==> src/rtl/mux_arb_pkg.sv <==
// Shared definitions for the 8:1 mux round-robin arbiter.
//   state_t      : FSM encoding (IDLE=0, GRANT=1)
//   N_REQ/SEL_W  : requester count and mux select width
//   HOLD_MAX_DEF : default hold limit for the optional timeout feature
package mux_arb_pkg;

  localparam int unsigned N_REQ        = 8;
  localparam int unsigned SEL_W        = 3;
  localparam int unsigned HOLD_MAX_DEF = 16;

  typedef enum logic {
    IDLE  = 1'b0,
    GRANT = 1'b1
  } state_t;

endpackage : mux_arb_pkg

==> src/rtl/rr_pick.sv <==
// Combinational round-robin pick: first set request at or after ptr, wrapping 7->0.
//   req [7:0] : request vector
//   ptr [2:0] : search start position
//   any       : at least one request set
//   idx [2:0] : chosen requester (valid when any=1)
module rr_pick
  import mux_arb_pkg::*;
(
  input  logic [N_REQ-1:0] req,
  input  logic [SEL_W-1:0] ptr,
  output logic             any,
  output logic [SEL_W-1:0] idx
);

  logic [2*N_REQ-1:0] dbl;
  logic [N_REQ-1:0]   rot;
  logic [SEL_W-1:0]   enc;

  // Rotate right by ptr so the search start lands on bit 0.
  assign dbl = {req, req} >> ptr;
  assign rot = dbl[N_REQ-1:0];

  // Lowest set bit of the rotated vector wins.
  always_comb begin
    enc = '0;
    for (int i = int'(N_REQ) - 1; i >= 0; i--) begin
      if (rot[i]) enc = SEL_W'(i);
    end
  end

  // Undo the rotation; 3-bit addition wraps mod 8.
  assign idx = enc + ptr;
  assign any = |req;

endmodule : rr_pick

==> config.mk <==
export PLATFORM = sky130hd
export DESIGN_NAME = rr_pick
export DESIGN_NICKNAME = d
export VERILOG_FILES = /design/src/rtl/mux_arb_pkg.sv /design/src/rtl/rr_pick.sv
export SDC_FILE = /design/constraint.sdc
export NUM_CORES = 1
export LEC_CHECK = 0
export CORE_AREA = 2 2 39 41
export DETAILED_ROUTE_END_ITERATION = 8
export DIE_AREA = 0 0 41 43
export GPL_TIMING_DRIVEN = 0
export PLACE_DENSITY = 0.76
export SLEW_MARGIN = 30
export SYNTH_ARGS = -nofsm -noshare
export SYNTH_HDL_FRONTEND = slang
export SYNTH_SLANG_ARGS = --single-unit
==> constraint.sdc <==
create_clock -name vclk -period 9.34
set_input_delay 1.868 -clock vclk [all_inputs]
set_output_delay 1.868 -clock vclk [all_outputs]
set_load 0.005 [all_outputs]
==> results.json <==
{
  "sequential_cell_total": 0,
  "hp-class": "in -> out",
  "yosysWarnings": 0,
  "start_util_pct": 37.5,
  "dieArea_um2": 1760,
  "viasPerCell": 5.93,
  "hold_viol": 0,
  "dr.pass1.iters": 4,
  "die_w_um": 41,
  "antenna_found_initial": 0,
  "rsz0062_at_grt": "false",
  "cts_setup_buffers": 0,
  "setup_viol": 0,
  "nClkBuffers": 0,
  "wirelength_um": 1160,
  "place_ws_ns": 2.04,
  "synth_nets": 63,
  "tightest_slew_ns": 0.366,
  "startpoint_type": "primary input",
  "setup.worst_path.class": "in -> out",
  "synthToLayoutAreaGrowth_pct": 30.8,
  "num_rows": 14,
  "synth.most_common_cell": "mux4_1",
  "setup.worst_path.start": "ptr[0]",
  "synthXorXnorAreaFrac_pct": 3.37,
  "grt_use_total_pct": 15.1,
  "synth_fa_ha_area_share_pct": 6.27,
  "cp-end-kind": "output pin",
  "yosys-mux-area-fraction_pct": 54.5,
  "port_buffers": 14,
  "worst_slack_ns": 2.06,
  "maxCapViolCount": 0,
  "holdPathStages": 4,
  "synth_compound_area_share_pct": 17.8,
  "grt_start_max_net_pins": 11,
  "grt_pass1_wl_um": 1950,
  "period_minus_slack_ns": 7.28,
  "drtAntennaViolNets": 0,
  "synth_area_um2": 519,
  "core_um2": 1380,
  "grt_pass1_vias": 408,
  "regArea_um2": 0,
  "final_net_count": 79,
  "max_freq_ghz": 0.137,
  "ir_worst_vdd_v": 0.0000240,
  "ioPinCount": 15,
  "drive_gt1_share_pct": 14.1,
  "yosysTopAreaCell": "mux4_1",
  "setup_tns_ns": 0,
  "place_congestion": 0.733,
  "whs_ns": 4.61,
  "synthSimpleGateAreaFrac_pct": 10.4,
  "synthDominantCellAreaShare_pct": 35.4,
  "ys_types": 26,
  "synth_top_family_by_area": "multiplexers",
  "slew_violations": 0,
  "die_y_um": 43,
  "ys_top_cells_by_area": "mux4_1, mux2i_1, mux2_2",
  "avgSynthCellArea_um2": 10.4,
  "required_ns": 7.47,
  "cts_resized": 0,
  "arrival_ns": 5.41,
  "min_from": "ptr[2]",
  "hold_buffers": 0,
  "hpwlAfterDp_um": 935,
  "wl_per_cell_um": 14.5,
  "drt_iter0_drc": 5,
  "ys_seq_area_share_pct": 0,
  "power_density_nw_per_um2": 61.7,
  "vias": 474,
  "diodes": 0,
  "synth_cells": 50,
  "path_max_fanout": 10,
  "drc": 0,
  "overflow": 0,
  "slew_headroom_pct": 75.3,
  "leakage_uw": 0.000280,
  "fin_crit_sh_pct": 77.9,
  "synth_commonest_cells": "mux4_1, inv_1, mux2i_1, nand2_1, mux2_2",
  "status": "finished, final reports clean"
}
## logic make-up after synthesis
| group | Yosys count |
|---|---|
| compound gates | 11 |
| xor+xnor | 2 |
| fa+ha+maj | 2 |
| buf+inv | 8 |
| mux | 16 |
| simple gates | 11 |
## power by group
part	internal (uW)	total, uW	switching [uW]
Combinational	24.4	41.9	17.5
Clock	0	0	0
Sequential	0	0	0
Total	24.4	41.9	17.5
## metrics by stage
stage / power (uW) / util [%] / std cells / instance area [um2]
after floorplan: 25.5 / - / 50 / 519
after global placement: 41.0 / 49.1 / 80 / 679
after detailed placement: 42.2 / 49.1 / 80 / 679
after CTS: 42.3 / 49.1 / 80 / 679
after global routing: 45.8 / 49.1 / 80 / 679
final: 41.9 / 49.1 / 80 / 679
## routing by layer
| layer | vias to the layer above | part of all wire, % | track usage (%) | routed length (um) |
|---|---|---|---|---|
| met2 | 12 | 47 | 22.8 | 548 |
| met3 | 0 | 3.4 | 0 | 39 |
| met1 | 222 | 49 | 25.2 | 569 |
| met4 | 0 | 0 | 0 | 0 |
| met5 | - | 0 | 0 | 0 |
| li1 | 240 | - | - | - |
## worst paths after layout
path	end
max	idx[2]
min	idx[2]
## critical path, stage by stage
cell	delay, ns
clkdlybuf4s50_1	0.50
buf_6	0.16
mux4_1	0.57
mux2i_1	0.24
o311ai_0	0.20
a21bo_2	0.25
a31oi_1	0.20
ha_1	0.17
inv_1	0.05
fa_1	0.37
xnor2_1	0.18
xnor2_1	0.14
clkdlybuf4s50_1	0.51
## area by class of cell
type	count	area (um2)
fill	133	704
tap	16	20.0
timing repair buffer	14	140
inverter	5	18.8
buffer	3	21.3
multi-input combinational	42	479
## layout by cell type, fill, tap and decap left out, drive strengths merged
cell type,netlist,routed
o311ai,1,1
inv,5,5
nand2,5,5
a211oi,1,1
nor2,1,1
nor3,1,1
fa,1,1
xnor2,2,2
a31oi,1,1
o2111ai,1,1
o21ai,1,1
mux2,4,4
o211ai,2,2
nor4,2,2
ha,1,1
o211a,1,1
mux2i,5,5
a211o,1,1
and2,1,1
nor3b,1,1
a21bo,1,1
o21a,1,1
mux4,7,7
buf,3,3
clkdlybuf4s50,0,14
(Power assumes the default switching activity.)
